## src/rtl/exibidor_saida_pkg.sv

```systemverilog
// Shared types and constants for the output display stage: FSM states, range limit,
// digit count and active-high 7-segment glyphs ({g,f,e,d,c,b,a}).
package exibidor_pkg;
   typedef enum logic [1:0] {
      OCIOSO   = 2'd0,
      CONVERTE = 2'd1,
      CARREGA  = 2'd2
   } estado_t;

   localparam logic [31:0] LIMITE    = 32'd99_999_999;
   localparam int          BITS_MAG  = 27;
   localparam int          N_DIGITOS = 8;

   localparam logic [6:0] SEG_0      = 7'b0111111;
   localparam logic [6:0] SEG_1      = 7'b0000110;
   localparam logic [6:0] SEG_2      = 7'b1011011;
   localparam logic [6:0] SEG_3      = 7'b1001111;
   localparam logic [6:0] SEG_4      = 7'b1100110;
   localparam logic [6:0] SEG_5      = 7'b1101101;
   localparam logic [6:0] SEG_6      = 7'b1111101;
   localparam logic [6:0] SEG_7      = 7'b0000111;
   localparam logic [6:0] SEG_8      = 7'b1111111;
   localparam logic [6:0] SEG_9      = 7'b1101111;
   localparam logic [6:0] SEG_BRANCO = 7'b0000000;
   localparam logic [6:0] SEG_TRACO  = 7'b1000000;

   function automatic logic [6:0] seg_digito(input logic [3:0] d);
      case (d)
         4'd0:    return SEG_0;
         4'd1:    return SEG_1;
         4'd2:    return SEG_2;
         4'd3:    return SEG_3;
         4'd4:    return SEG_4;
         4'd5:    return SEG_5;
         4'd6:    return SEG_6;
         4'd7:    return SEG_7;
         4'd8:    return SEG_8;
         4'd9:    return SEG_9;
         default: return SEG_BRANCO;
      endcase
   endfunction

   // Double-dabble correction: every nibble >= 5 gets +3 before the shift.
   function automatic logic [4*N_DIGITOS-1:0] soma3(input logic [4*N_DIGITOS-1:0] bcd);
      logic [4*N_DIGITOS-1:0] r;
      r = bcd;
      for (int k = 0; k < N_DIGITOS; k++) begin
         if (bcd[4*k +: 4] >= 4'd5) r[4*k +: 4] = bcd[4*k +: 4] + 4'd3;
      end
      return r;
   endfunction
endpackage

```

## src/rtl/exibidor_saida_decodificador_7seg.sv

```systemverilog
// Combinational BCD to 7-segment decoder with blanking, dash override and
// selectable output polarity.
module decodificador_7seg
   import exibidor_pkg::*;
#(
   parameter logic ATIVO_BAIXO = 1'b1
) (
   input  logic [3:0] bcd,
   input  logic       apaga,
   input  logic       traco,
   output logic [6:0] seg
);
   logic [6:0] seg_alto;

   always_comb begin
      if (traco)      seg_alto = SEG_TRACO;
      else if (apaga) seg_alto = SEG_BRANCO;
      else            seg_alto = seg_digito(bcd);
   end

   assign seg = ATIVO_BAIXO ? ~seg_alto : seg_alto;
endmodule

```

## src/rtl/exibidor_saida.sv

```systemverilog
// Print display stage: edge-detects print_out, converts |value| to BCD by
// sequential double-dabble and drives eight static 7-segment digits.
module exibidor_saida
   import exibidor_pkg::*;
#(
   parameter logic ATIVO_BAIXO = 1'b1
) (
   input  logic        clock,
   input  logic        reset,
   input  logic        print_out,
   input  logic [31:0] print_dados,
   output logic [55:0] segmentos,
   output logic        sinal,
   output logic        erro,
   output logic        ocupado,
   output logic        valido,
   output logic        perdeu_amostra
);
   localparam int W_BCD = 4*N_DIGITOS;
   localparam int W_SEG = 7*N_DIGITOS;

   logic                amostra_print_q, amostra_print_d, print_ant_q, print_ant_d;
   logic [31:0]         amostra_dados_q, amostra_dados_d;
   estado_t             estado_q, estado_d;
   logic [4:0]          cont_q, cont_d;
   logic [W_BCD-1:0]    bcd_q, bcd_d;
   logic [BITS_MAG-1:0] bin_q, bin_d;
   logic                neg_q, neg_d, fora_q, fora_d;
   logic                pend_valido_q, pend_valido_d, pend_neg_q, pend_neg_d;
   logic                pend_fora_q, pend_fora_d;
   logic [BITS_MAG-1:0] pend_mag_q, pend_mag_d;
   logic [W_SEG-1:0]    segmentos_q, segmentos_d, seg_dec;
   logic                sinal_q, sinal_d, erro_q, erro_d, valido_q, valido_d;
   logic                perdeu_q, perdeu_d;

   logic                strobe, novo_neg, novo_fora;
   logic [31:0]         novo_abs;
   logic [N_DIGITOS-1:0] apaga;

   assign strobe    = amostra_print_q & ~print_ant_q;
   assign novo_neg  = amostra_dados_q[31];
   assign novo_abs  = novo_neg ? (~amostra_dados_q + 32'd1) : amostra_dados_q;
   assign novo_fora = novo_abs > LIMITE;

   // Leading-zero blanking: digit k is blank when it and every digit above are zero.
   always_comb begin
      apaga = '0;
      apaga[N_DIGITOS-1] = (bcd_q[W_BCD-1 -: 4] == 4'd0);
      for (int k = N_DIGITOS-2; k >= 1; k--) begin
         apaga[k] = apaga[k+1] & (bcd_q[4*k +: 4] == 4'd0);
      end
   end

   for (genvar k = 0; k < N_DIGITOS; k++) begin : g_dig
      decodificador_7seg #(.ATIVO_BAIXO(ATIVO_BAIXO)) u_dec (
         .bcd   (bcd_q[4*k +: 4]),
         .apaga (apaga[k]),
         .traco (fora_q),
         .seg   (seg_dec[7*k +: 7])
      );
   end

   always_comb begin
      amostra_print_d = print_out;
      amostra_dados_d = print_dados;
      print_ant_d     = amostra_print_q;
      estado_d        = estado_q;
      cont_d          = cont_q;
      bcd_d           = bcd_q;
      bin_d           = bin_q;
      neg_d           = neg_q;
      fora_d          = fora_q;
      pend_valido_d   = pend_valido_q;
      pend_neg_d      = pend_neg_q;
      pend_mag_d      = pend_mag_q;
      pend_fora_d     = pend_fora_q;
      segmentos_d     = segmentos_q;
      sinal_d         = sinal_q;
      erro_d          = erro_q;
      valido_d        = 1'b0;
      perdeu_d        = perdeu_q;

      if (strobe && estado_q != OCIOSO) begin
         perdeu_d      = perdeu_q | pend_valido_q;
         pend_valido_d = 1'b1;
         pend_neg_d    = novo_neg;
         pend_mag_d    = novo_abs[BITS_MAG-1:0];
         pend_fora_d   = novo_fora;
      end

      case (estado_q)
         OCIOSO: begin
            if (strobe) begin
               estado_d = CONVERTE;
               cont_d   = 5'd0;
               bcd_d    = '0;
               bin_d    = novo_abs[BITS_MAG-1:0];
               neg_d    = novo_neg;
               fora_d   = novo_fora;
            end
         end
         CONVERTE: begin
            {bcd_d, bin_d} = {soma3(bcd_q), bin_q} << 1;
            if (cont_q == 5'(BITS_MAG-1)) estado_d = CARREGA;
            else                          cont_d   = cont_q + 5'd1;
         end
         CARREGA: begin
            segmentos_d = seg_dec;
            erro_d      = fora_q;
            sinal_d     = neg_q & ~fora_q;
            valido_d    = 1'b1;
            // A strobe landing on this edge was just queued above, so it is taken here too.
            if (pend_valido_d) begin
               estado_d      = CONVERTE;
               cont_d        = 5'd0;
               bcd_d         = '0;
               bin_d         = pend_mag_d;
               neg_d         = pend_neg_d;
               fora_d        = pend_fora_d;
               pend_valido_d = 1'b0;
            end else begin
               estado_d = OCIOSO;
            end
         end
         default: estado_d = OCIOSO;
      endcase
   end

   always_ff @(posedge clock) begin
      if (reset) begin
         amostra_print_q <= 1'b0;
         amostra_dados_q <= '0;
         print_ant_q     <= 1'b0;
         estado_q        <= OCIOSO;
         cont_q          <= '0;
         bcd_q           <= '0;
         bin_q           <= '0;
         neg_q           <= 1'b0;
         fora_q          <= 1'b0;
         pend_valido_q   <= 1'b0;
         pend_neg_q      <= 1'b0;
         pend_mag_q      <= '0;
         pend_fora_q     <= 1'b0;
         segmentos_q     <= {W_SEG{ATIVO_BAIXO}};
         sinal_q         <= 1'b0;
         erro_q          <= 1'b0;
         valido_q        <= 1'b0;
         perdeu_q        <= 1'b0;
      end else begin
         amostra_print_q <= amostra_print_d;
         amostra_dados_q <= amostra_dados_d;
         print_ant_q     <= print_ant_d;
         estado_q        <= estado_d;
         cont_q          <= cont_d;
         bcd_q           <= bcd_d;
         bin_q           <= bin_d;
         neg_q           <= neg_d;
         fora_q          <= fora_d;
         pend_valido_q   <= pend_valido_d;
         pend_neg_q      <= pend_neg_d;
         pend_mag_q      <= pend_mag_d;
         pend_fora_q     <= pend_fora_d;
         segmentos_q     <= segmentos_d;
         sinal_q         <= sinal_d;
         erro_q          <= erro_d;
         valido_q        <= valido_d;
         perdeu_q        <= perdeu_d;
      end
   end

   assign segmentos      = segmentos_q;
   assign sinal          = sinal_q;
   assign erro           = erro_q;
   assign valido         = valido_q;
   assign perdeu_amostra = perdeu_q;
   assign ocupado        = (estado_q != OCIOSO);
endmodule

```

## config.mk

```make
export PLATFORM = sky130hd
export DESIGN_NAME = exibidor_saida
export DESIGN_NICKNAME = d
export VERILOG_FILES = /design/src/rtl/exibidor_saida_pkg.sv /design/src/rtl/exibidor_saida_decodificador_7seg.sv /design/src/rtl/exibidor_saida.sv
export SDC_FILE = /design/constraint.sdc
export NUM_CORES = 1
export LEC_CHECK = 0
export ABC_AREA = 1
export BUFFER_PORTS_ARGS = -buffer_cell sky130_fd_sc_hd__buf_2
export CAP_MARGIN = 40
export CORE_UTILIZATION = 56
export CTS_BUF_LIST = sky130_fd_sc_hd__clkbuf_4 sky130_fd_sc_hd__clkbuf_8
export DETAILED_ROUTE_END_ITERATION = 8
export PLACE_DENSITY_LB_ADDON = 0.3
export RECOVER_POWER = 50
export REMOVE_ABC_BUFFERS = 1
export SLEW_MARGIN = 10
export SYNTH_ARGS = -nofsm -noshare
export SYNTH_HDL_FRONTEND = slang
export SYNTH_HIERARCHICAL = 1
export SYNTH_SLANG_ARGS = --single-unit
```

## constraint.sdc

```tcl
create_clock -name clock -period 3.22 [get_ports clock]
set_input_delay 0.644 -clock clock [delete_from_list [all_inputs] [get_ports clock]]
set_output_delay 0.644 -clock clock [all_outputs]
set_load 0.01 [all_outputs]
```

# Word level (Yosys, flattened, before mapping)

Memories as Yosys holds them, arrays and structs flattened. A register that Yosys moved wholly into a read port is not among the register bits.
Index checks and enable logic that the tools add are counted.

Register bits after elaboration: 192
ROM bits: 896
Input port bits: 35
Logic and storage cells: 154
Memories: 8

Memory list:

| name             | words | width | rd ports | clocked after Yosys merged registers in | wr ports | RTL line                 | text |
|---|---|---|---|---|---|---|---|
| (name not given) | 16    | 7     | 1        | 1                                       | 0        | exibidor_saida_pkg.sv:28 | `case (d)` |
| (name not given) | 16    | 7     | 1        | 1                                       | 0        | exibidor_saida_pkg.sv:28 |  |
| (name not given) | 16    | 7     | 1        | 1                                       | 0        | exibidor_saida_pkg.sv:28 |  |
| (name not given) | 16    | 7     | 1        | 1                                       | 0        | exibidor_saida_pkg.sv:28 |  |
| (name not given) | 16    | 7     | 1        | 1                                       | 0        | exibidor_saida_pkg.sv:28 |  |
| (name not given) | 16    | 7     | 1        | 1                                       | 0        | exibidor_saida_pkg.sv:28 |  |
| 2 more memories  | --    | --    | --       | --                                      | --       | --                       |  |

Add/subtract/negate cells: 10
Magnitude comparators: 9
Eq/ne operators: 7
Multiplexer cells: 65
Bitwise operators: 20
Reduce and logical (&&, ||, !) cells: 17

Operator list:

| cell                                                             | count |
|---|---|
| two-way mux 7 bit                                                | 15 |
| two-way mux 32 bit                                               | 3 |
| case mux 32 bit (3 select lines)                                 | 1 |
| two-way mux 4 bit                                                | 23 |
| two-way mux 27 bit                                               | 3 |
| case mux 27 bit (3 select lines)                                 | 1 |
| inverter 7 bit                                                   | 8 |
| adder 32 x 1 -> 32 bit (second input constant)                   | 1 |
| >= comparator 4 x 3 -> 1 bit (second input constant)             | 8 |
| greater-than comparator 32 x 27 -> 1 bit (second input constant) | 1 |
| inverter 32 bit                                                  | 1 |
| adder 4 x 2 -> 4 bit (second input constant)                     | 7 |
| logical NOT 4 bit                                                | 7 |
| two-way mux 5 bit                                                | 3 |
| case mux 5 bit (3 select lines)                                  | 1 |
| two-way mux 1 bit                                                | 9 |
| AND 1 bit                                                        | 8 |
| inequality test 2 bit (second input constant)                    | 4 |
| case mux 2 bit (3 select lines)                                  | 1 |
| AND reduction 3 bit                                              | 2 |
| adder 5 x 1 -> 5 bit (second input constant)                     | 1 |
| equality test 5 bit (second input constant)                      | 1 |
| two-way mux 2 bit                                                | 2 |
| case mux 1 bit (2 select lines)                                  | 2 |
| 13 further kinds                                                 | 15 |

# Depth between registers and ports, before layout

Word-level depth: 10
Depth in mapped cells: 19
Gate-level depth less buffers: 19

# By module

Netlist, hierarchy kept.

Modules (own cells, without submodules):

| module             | instances | cells each | area each (um^2) | seq. area each (um^2) |
|---|---|---|---|---|
| exibidor_saida     | 1         | 1142       | 8868.5           | 3843.7 |
| decodificador_7seg | 8         | 34         | 207.7            | 0.0 |

# Worst setup path before layout

OpenSTA, ideal clock, no wires.

Path type: reg2reg
From: reg bcd_q[29]
To: reg segmentos_q[13], in the netlist segmentos[13]
Arrival time: 3.160 ns
Data required time: 3.162 ns
Slack: 0.001 ns
Cell stages (with the launch flop): 18
Period minus slack after synthesis: 3.219 ns
Path through: dfxtp_1 > inv_1 > ha_1 > inv_1 > nor2_1 > inv_1 > nor2_1 > and3_1 > nand4_1 > inv_1 > nand3_1 > inv_1 > nand3_1 > nor4_1 > and3_1 > nor2_2 > a21oi_2 > o22a_1

Longest elaborated chain between the ends: 10

RTL lines:

| element                  | RTL line                                | text |
|---|---|---|
| start: declaration       | exibidor_saida.sv:26                    | `logic [W_BCD-1:0] bcd_q, bcd_d;` |
| start signal: assignment | exibidor_saida.sv:136                   | `bcd_q <= '0;` |
| start signal: assignment | exibidor_saida.sv:155                   | `bcd_q <= bcd_d;` |
| logical NOT 4 bit        | exibidor_saida.sv:48                    | `apaga[N_DIGITOS-1] = (bcd_q[W_BCD-1 -: 4] == 4'd0);` |
| via apaga[7]             | exibidor_saida.sv:38                    | `logic [N_DIGITOS-1:0] apaga;` |
| AND 1 bit                | exibidor_saida.sv:50                    | `apaga[k] = apaga[k+1] & (bcd_q[4*k +: 4] == 4'd0);` |
| via apaga[6]             | exibidor_saida.sv:38                    |  |
| AND 1 bit                | exibidor_saida.sv:50                    |  |
| via apaga[5]             | exibidor_saida.sv:38                    |  |
| AND 1 bit                | exibidor_saida.sv:50                    |  |
| via apaga[4]             | exibidor_saida.sv:38                    |  |
| AND 1 bit (2 in a row)   | exibidor_saida.sv:50                    |  |
| via apaga[2]             | exibidor_saida.sv:38                    |  |
| AND 1 bit                | exibidor_saida.sv:50                    |  |
| via apaga[1]             | exibidor_saida.sv:38                    |  |
| two-way mux 7 bit        | exibidor_saida_decodificador_7seg.sv:17 | `else if (apaga) seg_alto = SEG_BRANCO;` |
| two-way mux 7 bit        | exibidor_saida_decodificador_7seg.sv:16 | `if (traco) seg_alto = SEG_TRACO;` |
| inverter 7 bit           | exibidor_saida_decodificador_7seg.sv:21 | `assign seg = ATIVO_BAIXO ? ~seg_alto : seg_alto;` |
| via seg_dec[13]          | exibidor_saida.sv:32                    | `logic [W_SEG-1:0] segmentos_q, segmentos_d, seg_dec;` |
| end signal: assignment   | exibidor_saida.sv:144                   | `segmentos_q <= {W_SEG{ATIVO_BAIXO}};` |
| end signal: assignment   | exibidor_saida.sv:163                   | `segmentos_q <= segmentos_d;` |
| end: declaration         | exibidor_saida.sv:32                    |  |

The timed path passes the listed nets, and every way through them passes these cells.
A chain may end at the register's enable or synchronous reset.

# Worst setup path after layout

Same ends and word-level chain as after synthesis.

==> flow_metrics.py <==
metrics = {
    "global_route": {
        "grt_overflow": 0,
        "grt_first_pass_wirelength_mm": 35.7,
        "grt_pass1_vias": 7931,
        "grt_max_degree": 58,
        "antenna_found_initial": 0,
        "grt.total_usage_pct": 22.2,
    },
    "drt": {
        "dr.pass1.iters": 7,
        "wl_per_cell_um": 12.2,
        "drcViolationCount": 13,
        "drtIter0Drc": 589,
        "wl_mm": 21.2,
        "antenna_left": 0,
        "drt-vias-per-instance": 5.19,
        "num_vias": 8980,
    },
    "cells_and_area": {
        "drive_gt1_share_pct": 13.4,
        "fin_cells": 1731,
        "area_growth_pct": 8.88,
        "design_area_sq_um": 11500,
        "antennaDiodeCount": 0,
        "fin_util_pct": 63.0,
        "final_nets": 1595,
    },
    "hold_path": {
        "hold_path.class": "input port to flip-flop",
    },
    "clocking": {
        "clk_path_buf_depth": 2,
        "cts_root_buf": "clkbuf_8",
        "htreeDepth": 4,
        "cts.hold.buffers_added": 0,
        "clk_pin_slew_ns": 0.09,
        "clk_latency_ns": 0.47,
        "cts_made_buffers": 17,
        "clock_sinks": 192,
        "cts_tree": "done",
    },
    "timing": {
        "relSlewSlack_pct": -1.82,
        "fmax_mhz": 352,
        "rsz0062_at_grt": "no",
        "final-setup-viol-count": 0,
        "min_period_ns": 2.84,
        "worst_slew_pin_slew_ns": 1.53,
        "finalHoldViolCount": 0,
        "hold_ws_ns": 0.365,
        "finClkSkew_ns": 0.0126,
        "fin_crit_sh_pct": 88.3,
        "drv_slew": 33,
    },
    "die": {
        "initial_utilization_pct": 57.8,
        "die-area_sq_um": 19400,
        "core_area_sq_um": 18200,
        "dieHeight_um": 139,
        "rows": 49,
        "die_w_um": 139,
        "ios": 96,
    },
    "worst_setup_path": {
        "startpoint": "bcd_q[29]",
        "cp-endpoint": "segmentos[13]",
        "crit_arrival_ns": 3.26,
        "r2r-end": "segmentos[13]",
        "worstPathRequired_ns": 3.64,
        "cp-end-kind": "flip-flop",
        "r2r-start": "bcd_q[29]",
        "startpoint_type": "flip-flop",
        "crit_path_frequent_cell": "inv_1",
        "rrSetupSlack_ns": 0.38,
        "crit_chain": "inv_1, ha_1, inv_1, nor2_1, inv_1, nor2_2, and3_2, nand4_1, inv_1, nand3_1, inv_1, nand3_1, nor4_2, and3_1, nor2_2, a21oi_2, o22a_1",
        "slowest_delay_ns": 0.39,
        "cp_max_fo": 7,
        "crit_slowest_cell": "dfxtp_1",
        "critPathKind": "flip-flop to flip-flop",
        "r2r_cells": 17,
    },
    "placed_design": {
        "place.gp.congestion": 0.843,
        "dp_cells": 1701,
        "postPlaceCellArea_sq_um": 11200,
        "place_hpwl_mm": 14.9,
        "portBuffers": 95,
    },
    "synthesis": {
        "syn-cell-area_sq_um": 10500,
        "syn_avg_cell_area_sq_um": 7.45,
        "synth_top_flop_cell": "dfxtp_1",
        "yosysWarnings": 6,
        "synth-seq-cells": 192,
        "ys_async_sr_fraction_pct": 0,
        "synth_cell_types": 47,
        "syn_inst": 1414,
        "yosysSeqAreaShare_pct": 36.5,
        "synth_edf_count": 0,
    },
    "power": {
        "leakage_nw": 4.68,
        "power.density_nw_per_um2": 502,
        "ir_drop_uv": 301,
    },
    "run_status": {
        "status": "finished, violations left",
        "violations": "design-rule violations, max-capacitance violations, max-slew violations",
    },
    "run": {
        "maxCapViolCount": 1,
    },
}
==> power by group <==
part | switching [W] | internal, W | leakage (nW)
sequential | 0.000143 | 0.00262 | 1.57
clock | 0.000821 | 0.000660 | 0.177
combinational | 0.00104 | 0.000472 | 2.93
==> flip-flops by register name, summed over array words and instances (netlist names), 2 cells and up <==
register         cells
pend_mag_q          27
cont_q               5
amostra_dados_q     32
estado_q             2
bcd_q               32
bin_q               27
segmentos           56
==> area by class of cell <==
class                   instances  area [sq um]
multi-input cells            1000          5830
flip-flops and latches        192          3840
clock buffers                  21           277
repair buffers                108           498
inverters                     172           646
clock inverters                 9          87.6
fillers                      1660          6740
well taps                     229           287
==> layout by cell type, fill, tap and decap left out, types with 34 or more instances in the layout <==
cell type,n
nand2_1,260
dfxtp_1,191
nor2_1,161
inv_1,146
o21ai_0,85
nand3_1,74
ha_1,69
clkbuf_1,62
a21oi_1,61
o22a_1,56
nor2_2,36
buf_2,34
==> Yosys cell counts, types with 9 or more instances <==
cell type | instances | area share, %
nand2_1 | 260 | 9.3
dfxtp_1 | 192 | 37
nor2_1 | 162 | 5.8
inv_1 | 146 | 5.2
o21ai_0 | 85 | 4.0
nand3_1 | 74 | 3.5
ha_1 | 69 | 8.2
a21oi_1 | 61 | 2.9
o22a_1 | 56 | 4.7
clkbuf_1 | 38 | 1.4
nor2_2 | 35 | 2.1
a22oi_1 | 27 | 1.9
or2_2 | 27 | 1.6
a31oi_1 | 24 | 1.4
inv_2 | 24 | 0.86
xor2_1 | 21 | 1.7
a21oi_2 | 10 | 0.83
mux2i_1 | 10 | 0.95
nand2_2 | 9 | 0.53
nor3_4 | 9 | 1.4
o211ai_1 | 9 | 0.64
==> cell families (layout without fill, tap and decap cells) <==
kind of cell / count (synthesis) / count (layout) / synth area share (%)
compound gates: 279 / 279 / 17.0
xor+xnor: 21 / 21 / 1.75
fa+ha+maj: 69 / 69 / 8.20
buf+inv: 224 / 310 / 8.23
flops: 192 / 192 / 36.5
mux: 10 / 10 / 0.951
other cells: 1 / 3 / 0.0356
simple gates: 618 / 618 / 27.4
==> stage by stage <==
step           power (W)  worst slack [ns]  setup TNS, ns
2_1_floorplan    0.00385            -0.222         -0.294
3_3_place_gp     0.00427             0.233              0
3_5_place_dp     0.00434            0.0677              0
4_1_cts          0.00580            0.0584              0
5_1_grt          0.00609            0.0499              0
6_report         0.00575             0.377              0
==> worst min path at each step <==
stage | startpoint | end | cells past startpoint | slack [ns]
finish | print_dados[28] | amostra_dados_q[28] | 3 | 0.37
global route | print_dados[1] | amostra_dados_q[1] | 3 | 0.36
CTS | print_dados[28] | amostra_dados_q[28] | 3 | 0.35
detailed placement | erro | erro | 2 | 0.45
global placement | erro | erro | 2 | 0.44
floorplan | bin_q[26] | bcd_q[0] | 2 | 0.43
==> routing by layer <==
layer	track usage (%)	share of wire (%)
met5	0	0
met4	8.42	1.8
met3	2.94	3.6
met2	38.5	47
met1	27.9	47
==> what timing repair did <==
item,in CTS,in global routing
resized for setup,0,3
buffers inserted,0,0
setup endpoints to repair,0,14
endpoints found under the hold margin,0,0
==> critical path: cells and delay by family, from the launching register on <==
kind | cells | cell delay, ns
AO/OA/AOI/OAI | 2 | 0.26
adder cells (fa/ha/maj) | 1 | 0.15
buffers and inverters | 5 | 0.49
flip-flops | 1 | 0.39
AND/OR/NAND/NOR | 9 | 1.51
Power figures use the tool's default switching activity.
